--- config.mk ---
export PLATFORM = sky130hd
export DESIGN_NAME = lcd_host_ctrl_flat
export DESIGN_NICKNAME = d
export VERILOG_FILES = /design/src/rtl/lcd_host_ctrl_if.sv /design/src/rtl/lcd_host_ctrl.sv /design/src/flat_wrapper.sv
export SDC_FILE = /design/constraint.sdc
export NUM_CORES = 1
export LEC_CHECK = 0
export CORE_MARGIN = 1
export CORE_UTILIZATION = 60
export CTS_CLUSTER_DIAMETER = 80
export DETAILED_ROUTE_END_ITERATION = 12
export DONT_BUFFER_PORTS = 1
export PLACE_DENSITY = 0.76
export SLEW_MARGIN = 30
export SYNTH_ARGS = -nofsm -noshare
export SYNTH_HDL_FRONTEND = slang
export SYNTH_SLANG_ARGS = --single-unit
--- constraint.sdc ---
create_clock -name clk -period 2.6 [get_ports clk]
set_clock_uncertainty 0.05 [all_clocks]
set_input_delay 0.52 -clock clk [delete_from_list [all_inputs] [get_ports clk]]
set_output_delay 0.52 -clock clk [all_outputs]
set_load 0.02 [all_outputs]
--- src/rtl/lcd_host_ctrl_if.sv ---
// lcd_host_ctrl_if: upstream op, image ROM, LCD controller and window-read signals of lcd_host_ctrl
interface lcd_host_ctrl_if;
    logic        op_valid, op_ready, cmd_valid, output_valid, busy, done, err;
    logic [2:0]  op, cmd;
    logic [6:0]  img_addr;
    logic [7:0]  img_data, datain, dataout, win_pixel;
    logic [3:0]  win_addr;
    logic [11:0] win_sum;
    logic [1:0]  err_code;
    modport master (
        output op_valid, op, img_data, dataout, output_valid, busy, win_addr,
        input  op_ready, img_addr, cmd, cmd_valid, datain, win_pixel, win_sum, done, err, err_code
    );
    modport slave (
        input  op_valid, op, img_data, dataout, output_valid, busy, win_addr,
        output op_ready, img_addr, cmd, cmd_valid, datain, win_pixel, win_sum, done, err, err_code
    );
endinterface

--- src/rtl/lcd_host_ctrl.sv ---
// lcd_host_ctrl: issues one LCD command per op, streams the image ROM on load and captures the 4x4 output window
module lcd_host_ctrl #(
    parameter logic [7:0] TIMEOUT = 8'd255
) (
    input logic            clk,
    input logic            reset,
    lcd_host_ctrl_if.slave bus
);
    localparam logic [2:0] IDLE = 3'd0, ISSUE = 3'd1, LOAD = 3'd2, WAIT_BUSY = 3'd3, COLLECT = 3'd4, WAIT_IDLE = 3'd5;
    logic [2:0] state;
    logic [7:0] wd;
    logic [3:0] cnt;
    logic [7:0] pix [16];
    logic       accept, cap, last, timeout;
    assign bus.op_ready  = state == IDLE && !bus.busy;
    assign bus.datain    = bus.img_data;
    assign bus.win_pixel = pix[bus.win_addr];
    assign accept        = bus.op_valid && bus.op_ready;
    // a beat may arrive in the very cycle busy first rises
    assign cap           = bus.output_valid && (state == COLLECT || (state == WAIT_BUSY && bus.busy));
    assign last          = cap && cnt == 4'd15;
    assign timeout       = state != IDLE && wd == TIMEOUT - 8'd1;
    always_ff @(posedge clk) begin
        if (reset) begin
            state         <= IDLE;
            wd            <= 8'd0;
            cnt           <= 4'd0;
            bus.cmd       <= 3'd0;
            bus.cmd_valid <= 1'b0;
            bus.img_addr  <= 7'd0;
            bus.done      <= 1'b0;
            bus.err       <= 1'b0;
            bus.err_code  <= 2'd0;
            bus.win_sum   <= 12'd0;
            for (int i = 0; i < 16; i++) pix[i] <= 8'd0;
        end else begin
            bus.cmd_valid <= 1'b0;
            bus.done      <= 1'b0;
            bus.err       <= 1'b0;
            wd            <= state == IDLE ? 8'd0 : wd + 8'd1;
            if (cap) begin
                pix[cnt]    <= bus.dataout;
                bus.win_sum <= bus.win_sum + 12'(bus.dataout);
                cnt         <= cnt + 4'd1;
            end
            if (timeout) begin
                state        <= IDLE;
                bus.err      <= 1'b1;
                bus.err_code <= 2'd2;
            end else begin
                case (state)
                    IDLE: if (accept) begin
                        if (bus.op == 3'd7) begin
                            bus.err      <= 1'b1;
                            bus.err_code <= 2'd1;
                        end else begin
                            state         <= ISSUE;
                            bus.cmd       <= bus.op;
                            bus.cmd_valid <= 1'b1;
                            bus.img_addr  <= 7'd0;
                            bus.win_sum   <= 12'd0;
                            cnt           <= 4'd0;
                        end
                    end
                    ISSUE: begin
                        state        <= bus.cmd == 3'd0 ? LOAD : WAIT_BUSY;
                        bus.img_addr <= bus.cmd == 3'd0 ? 7'd1 : 7'd0;
                    end
                    // wd counts from ISSUE, so 108 marks the last streaming cycle
                    LOAD: begin
                        bus.img_addr <= bus.img_addr == 7'd107 ? 7'd107 : bus.img_addr + 7'd1;
                        if (wd == 8'd108) state <= WAIT_BUSY;
                    end
                    WAIT_BUSY: state <= last ? WAIT_IDLE : bus.busy ? COLLECT : WAIT_BUSY;
                    COLLECT: if (last) state <= WAIT_IDLE;
                    WAIT_IDLE: if (!bus.busy) begin
                        bus.done <= 1'b1;
                        state    <= IDLE;
                    end
                    default: state <= IDLE;
                endcase
            end
        end
    end
endmodule

--- src/flat_wrapper.sv ---
// flat-port wrapper written by rule: the top's interface ports become plain ports
module lcd_host_ctrl_flat 
#(
    parameter logic [7:0] TIMEOUT = 8'd255
)
  (clk, reset, bus_op_valid, bus_op, bus_img_data, bus_dataout, bus_output_valid, bus_busy, bus_win_addr, bus_op_ready, bus_img_addr, bus_cmd, bus_cmd_valid, bus_datain, bus_win_pixel, bus_win_sum, bus_done, bus_err, bus_err_code);
  lcd_host_ctrl_if bus_i ();
  input logic clk;
  input logic reset;
  input wire logic [$bits(bus_i.op_valid)-1:0] bus_op_valid;
  input wire logic [$bits(bus_i.op)-1:0] bus_op;
  input wire logic [$bits(bus_i.img_data)-1:0] bus_img_data;
  input wire logic [$bits(bus_i.dataout)-1:0] bus_dataout;
  input wire logic [$bits(bus_i.output_valid)-1:0] bus_output_valid;
  input wire logic [$bits(bus_i.busy)-1:0] bus_busy;
  input wire logic [$bits(bus_i.win_addr)-1:0] bus_win_addr;
  output wire logic [$bits(bus_i.op_ready)-1:0] bus_op_ready;
  output wire logic [$bits(bus_i.img_addr)-1:0] bus_img_addr;
  output wire logic [$bits(bus_i.cmd)-1:0] bus_cmd;
  output wire logic [$bits(bus_i.cmd_valid)-1:0] bus_cmd_valid;
  output wire logic [$bits(bus_i.datain)-1:0] bus_datain;
  output wire logic [$bits(bus_i.win_pixel)-1:0] bus_win_pixel;
  output wire logic [$bits(bus_i.win_sum)-1:0] bus_win_sum;
  output wire logic [$bits(bus_i.done)-1:0] bus_done;
  output wire logic [$bits(bus_i.err)-1:0] bus_err;
  output wire logic [$bits(bus_i.err_code)-1:0] bus_err_code;
  assign bus_i.op_valid = bus_op_valid;
  assign bus_i.op = bus_op;
  assign bus_i.img_data = bus_img_data;
  assign bus_i.dataout = bus_dataout;
  assign bus_i.output_valid = bus_output_valid;
  assign bus_i.busy = bus_busy;
  assign bus_i.win_addr = bus_win_addr;
  assign bus_op_ready = bus_i.op_ready;
  assign bus_img_addr = bus_i.img_addr;
  assign bus_cmd = bus_i.cmd;
  assign bus_cmd_valid = bus_i.cmd_valid;
  assign bus_datain = bus_i.datain;
  assign bus_win_pixel = bus_i.win_pixel;
  assign bus_win_sum = bus_i.win_sum;
  assign bus_done = bus_i.done;
  assign bus_err = bus_i.err;
  assign bus_err_code = bus_i.err_code;
  lcd_host_ctrl #(.TIMEOUT(TIMEOUT)) u_core (.clk(clk), .reset(reset), .bus(bus_i));
endmodule
; ---- Yosys cells after proc, flatten, opt, wreduce, memory -nomap -nowiden
; Memory sizes are Yosys's and may differ from the RTL's.
; Cells that the tools add are included.
[classes]
bitwise = 5
addsub = 4
eq_ne = 15
mux = 42
reduce_logical = 25
[op_table]
columns = cell, count
row1 = 2-to-1 mux 12 bit, 5
row2 = 2-to-1 mux 4 bit, 6
row3 = 2-to-1 mux 3 bit, 7
row4 = 2-to-1 mux 7 bit, 3
row5 = case mux 7 bit (3 select lines), 1
row6 = case mux 3 bit (6 select lines), 1
row7 = 2-to-1 mux 1 bit, 14
row8 = adder 12 x 8 -> 12 bit, 1
row9 = equality test 3 bit (second input constant), 3
row10 = adder 8 x 1 -> 8 bit (second input constant), 1
row11 = equality test 8 x 7 -> 1 bit (second input constant), 1
row12 = equality test 8 bit (second input constant), 1
row13 = 2-to-1 mux 2 bit, 4
row14 = 2-to-1 mux 8 bit, 1
row15 = AND reduction 4 bit, 2
row16 = OR reduction 8 bit, 1
row17 = adder 7 x 1 -> 7 bit (second input constant), 1
row18 = equality test 7 bit (second input constant), 1
row19 = equality test 3 x 2 -> 1 bit (second input constant), 2
row20 = logical AND 1 bit, 6
row21 = logical NOT 3 bit, 2
row22 = inequality test 2 x 1 -> 1 bit (second input constant), 3
row23 = AND reduction 3 bit, 2
row24 = nonzero test 2 bit, 3
row25 = other kinds (12), 19
[word_totals]
inputBits = 28
output_inout_bits = 44
ff_bits = 42
ram_bits = 128
n_memories = 1
[memory_table]
columns = name, depth, word_bits, read_ports, rd_ports_with_merged_regs, wr, line_no
row1 = u_core.pix, 16, 8, 1, 0, 16, lcd_host_ctrl.sv:13  ; logic [7:0] pix [16];

; ---- Depth between registers and ports, before layout
[depth]
ltp_word = 9
ltp_mapped = 7
depth_no_buf = 7

; ---- Least setup slack after synthesis
; Ideal clock, no wire load.
[synth_timing]
path_kind = input -> output
startpoint = in bus_win_addr[0]
endpoint = out bus_win_pixel[0]
slack_ns = 0.190
path_buffers = 2
t_required_ns = 2.030
arrival_time_ns = 1.840
stages = 4
cell_sequence = buf_6 -> buf_6 -> mux4_1 -> mux4_2
[synth_via]
elab_chain_len = 1
[synth_rtl]
columns = item, line_no
row1 = start: declaration, flat_wrapper.sv:16  ; input wire logic [$bits(bus_i.win_addr)-1:0] bus_win_addr;
row2 = memory read (16 x 8 bit), -
row3 = end: declaration, flat_wrapper.sv:22  ; output wire logic [$bits(bus_i.win_pixel)-1:0] bus_win_pixel;
; No other way between the ends.

; ---- Worst setup path in the final report
[layout_timing]
startpoint = mem u_core.pix[1][3]
endpoint = out bus_win_pixel[3]
[layout_via]
elab_chain_len = 1
[layout_rtl]
columns = item, line_no
row1 = start: declaration, lcd_host_ctrl.sv:13
row2 = memory read (16 x 8 bit), -
; No other way between the ends.

==> flow_summary.json <==
{
  "mostFrequentLayoutCells": "and2_1 (130), edfxtp_1 (128), dfxtp_1 (42)",
  "cts_buffer_depth": 2,
  "grt_pass1_wl_um": 29000,
  "yosys_warnings": 0,
  "vias": 5213,
  "synth-compound-area-share_pct": 5.44,
  "synthSimpleGateAreaFrac_pct": 19.1,
  "endpoint_kind": "output port",
  "rsz0062_at_grt": "false",
  "grt_use_total_pct": 27.9,
  "synth.area.top_cells": "edfxtp_1 (46%), dfxtp_1 (10%), and2_1 (9.7%)",
  "io_buffers": 0,
  "post_cts_buffers": 0,
  "cp_top_family": "multiplexers",
  "intPower_mw": 4.75,
  "n_antenna_cell": 0,
  "power.density_nw_per_um2": 665,
  "die_w_um": 120,
  "cts_tree": "done",
  "synth_cell_types": 52,
  "syn2layout_area_growth_pct": 9.56,
  "worstSetupPathType": "reg2out",
  "fin_nets": 692,
  "synth_top_cell_area_share_pct": 45.8,
  "drv_slew": 0,
  "synthCells": 638,
  "min_period_ns": 2.54,
  "cp_num_cells": 2,
  "crit_buf_inv": 0,
  "synth.area.mux_share_pct": 12.3,
  "cp-startpoint": "u_core.pix[1][3]",
  "ant_nets": 0,
  "ys_ff_latch": 170,
  "reg2reg_to": "u_core.pix[1][6]",
  "hold_path_class": "in2reg",
  "die_area_um2": 14500,
  "worst-path-max-fanout": 1,
  "initial_core_util_pct": 62.4,
  "drt-total-wl_um": 18900,
  "drive_gt1_share_pct": 12.6,
  "power.share.switching_pct": 22.3,
  "final_common_cell": "and2_1",
  "drc": 0,
  "fin_hold_ws_ns": 0.108,
  "clkTransAtPathRegs_ns": 0.06,
  "cap_violations": 0,
  "cpPeakStageDelay_ns": 0.58,
  "relSlewSlack_pct": 60.6,
  "synthXorXnorAreaFrac_pct": 1.67,
  "period_share_pct": 97.8,
  "drt_iter0_markers": 556,
  "wl_per_cell_um": 22.6,
  "postCtsHoldBufs": 0,
  "synth_nets": 683,
  "ir_worst_vdd_mv": 0.392,
  "ys.flop_type": "edfxtp_1",
  "fillers": 965,
  "ys_seq_area_share_pct": 55.8,
  "finalHoldViolCount": 0,
  "insertion_delay_ns": 0.43,
  "avgSynthCellArea_um2": 13.2,
  "holdPathStages": 1,
  "slowest_stage": "mux4_1",
  "pin_count": 72,
  "worstPathRequired_ns": 2.03,
  "core-area_um2": 13500,
  "worstPathArrival_ns": 1.97,
  "synth_top_cell_by_area": "edfxtp_1",
  "p_leak_nw": 3.35,
  "worstSetupEndpoint": "bus_win_pixel[3]",
  "cts.sinks": 170,
  "reg2reg_slack_ns": 0.23,
  "synth_enable_flop_cells": 128,
  "grt_max_degree": 33,
  "fmax_ghz": 0.393,
  "combPwrFrac_pct": 7.5,
  "place.gp.congestion": 0.851,
  "synth_top_family_by_area": "simple AND/OR/NAND/NOR gates",
  "syn_area_um2": 8390,
  "pwr-share-seq_pct": 50.7,
  "h-tree-depth": 4,
  "worst_slew_pin_slew_ns": 0.590,
  "p_clk_share_pct": 41.9,
  "place_hpwl_um": 12500,
  "synth_adder_area_share_pct": 2.62,
  "grt_pass1_vias": 5046,
  "cts_resized": 0,
  "status": "finished, final reports clean",
  "crit_path_start_kind": "flip-flop",
  "die_h_um": 120,
  "antenna_found_initial": 0,
  "grt_overflow": 0,
  "setup_tns_ns": 0,
  "path_cells": "mux4_1 > mux4_2",
  "timing.rr.start": "u_core.state[0]",
  "via_per_inst": 6.24,
  "first_pass_iters": 5,
  "async_flop_share_pct": 0,
  "switchingPower_mw": 1.36,
  "num_rows": 42,
  "setup_viol": 0,
  "reg2regPathDepth": 5,
  "numCtsBuffers": 17,
  "ctsRootBufferMaster": "clkbuf_16"
}
## layout make-up
class                      count  area [um2]  area share [%]
clock inverter                11         145            1.58
tap                          176         220            2.40
clock buffer                  21         450            4.90
multi-input combinational    422        3450            37.6
timing repair buffer          28         210            2.29
sequential                   170        4680            51.0
inverter                       8        30.0           0.327
## cell families after synthesis
group / after synthesis
compound gates: 77
xor+xnor: 16
fa+ha+maj: 17
buf+inv: 46
flops: 170
mux: 43
simple gates: 269
## power by group through the flow
stage | clock network (mW) | logic [mW] | registers (mW)
final | 2.56 | 0.456 | 3.10
after CTS | 2.58 | 0.454 | 3.10
after detailed placement | 0 | 0.452 | 3.15
after global routing | 2.68 | 0.490 | 3.11
after global placement | 0 | 0.438 | 3.14
after floorplan | 0 | 0.415 | 3.12
## how the worst min path moves through the flow
stage,start,end
after floorplan,u_core.wd[0],u_core.wd[0]
after global placement,u_core.wd[0],u_core.wd[0]
after detailed placement,u_core.wd[0],u_core.wd[0]
after CTS,reset,u_core.bus.img_addr[1]
after global routing,reset,u_core.bus.cmd_valid
final,reset,u_core.bus.img_addr[1]
## registers in the layout, summed over array words and instances (netlist names)
register              count
u_core.bus.err_code       2
u_core.pix              128
u_core.bus.done           1
u_core.bus.err            1
u_core.wd                 8
u_core.cnt                4
u_core.bus.img_addr       7
u_core.bus.win_sum       12
u_core.bus.cmd            3
u_core.bus.cmd_valid      1
u_core.state              3
## per-stage QoR
| step | worst slack, ns | utilization, % | total power, mW | area (um2) | std cells |
|---|---|---|---|---|---|
| CTS | 0.0119 | 68.3 | 6.13 | 9190 | 836 |
| detailed placement | 0.235 | 63.9 | 3.60 | 8600 | 804 |
| finish | 0.0581 | 68.3 | 6.11 | 9190 | 836 |
| global placement | 0.337 | 63.9 | 3.58 | 8600 | 804 |
| global route | 0.00145 | 68.3 | 6.28 | 9190 | 836 |
| floorplan | 0.190 | - | 3.53 | 8390 | 638 |
## worst register-to-register path, delay by kind of cell, from the launching register on
family	cells	cell delay, ns
AO/OA/AOI/OAI	1	0.39
flip-flops	1	0.53
AND/OR/NAND/NOR	4	1.09
## synth_stat cells (3+ instances only)
master	number
xnor2_1	7
o21a_1	4
o211ai_1	4
nand3_4	4
or3_1	4
ha_1	16
mux4_1	28
clkbuf_1	14
xor2_1	9
inv_1	8
or2_2	4
buf_1	3
a31oi_1	4
and3_1	4
nand3_1	13
or4_1	3
nor3_4	4
mux4_2	12
nand4_1	5
nor3_1	4
edfxtp_1	128
a21o_1	5
o21ai_0	24
mux2i_1	3
buf_6	4
nor4_1	3
a21oi_1	23
dfxtp_1	42
nand2b_1	5
a211oi_1	6
buf_2	8
nor2_1	40
buf_4	8
and2_1	130
nand2_1	33
## layer usage
metal / wire (um) / global-route usage [%] / vias to the layer above
met5: 0 / 0 / -
met4: 313 / 9.03 / 0
met3: 1620 / 7.41 / 26
met2: 9210 / 45.1 / 230
met1: 7750 / 37.0 / 2574
li1: - / - / 2383
No activity file was read; power rests on OpenSTA's default activity.
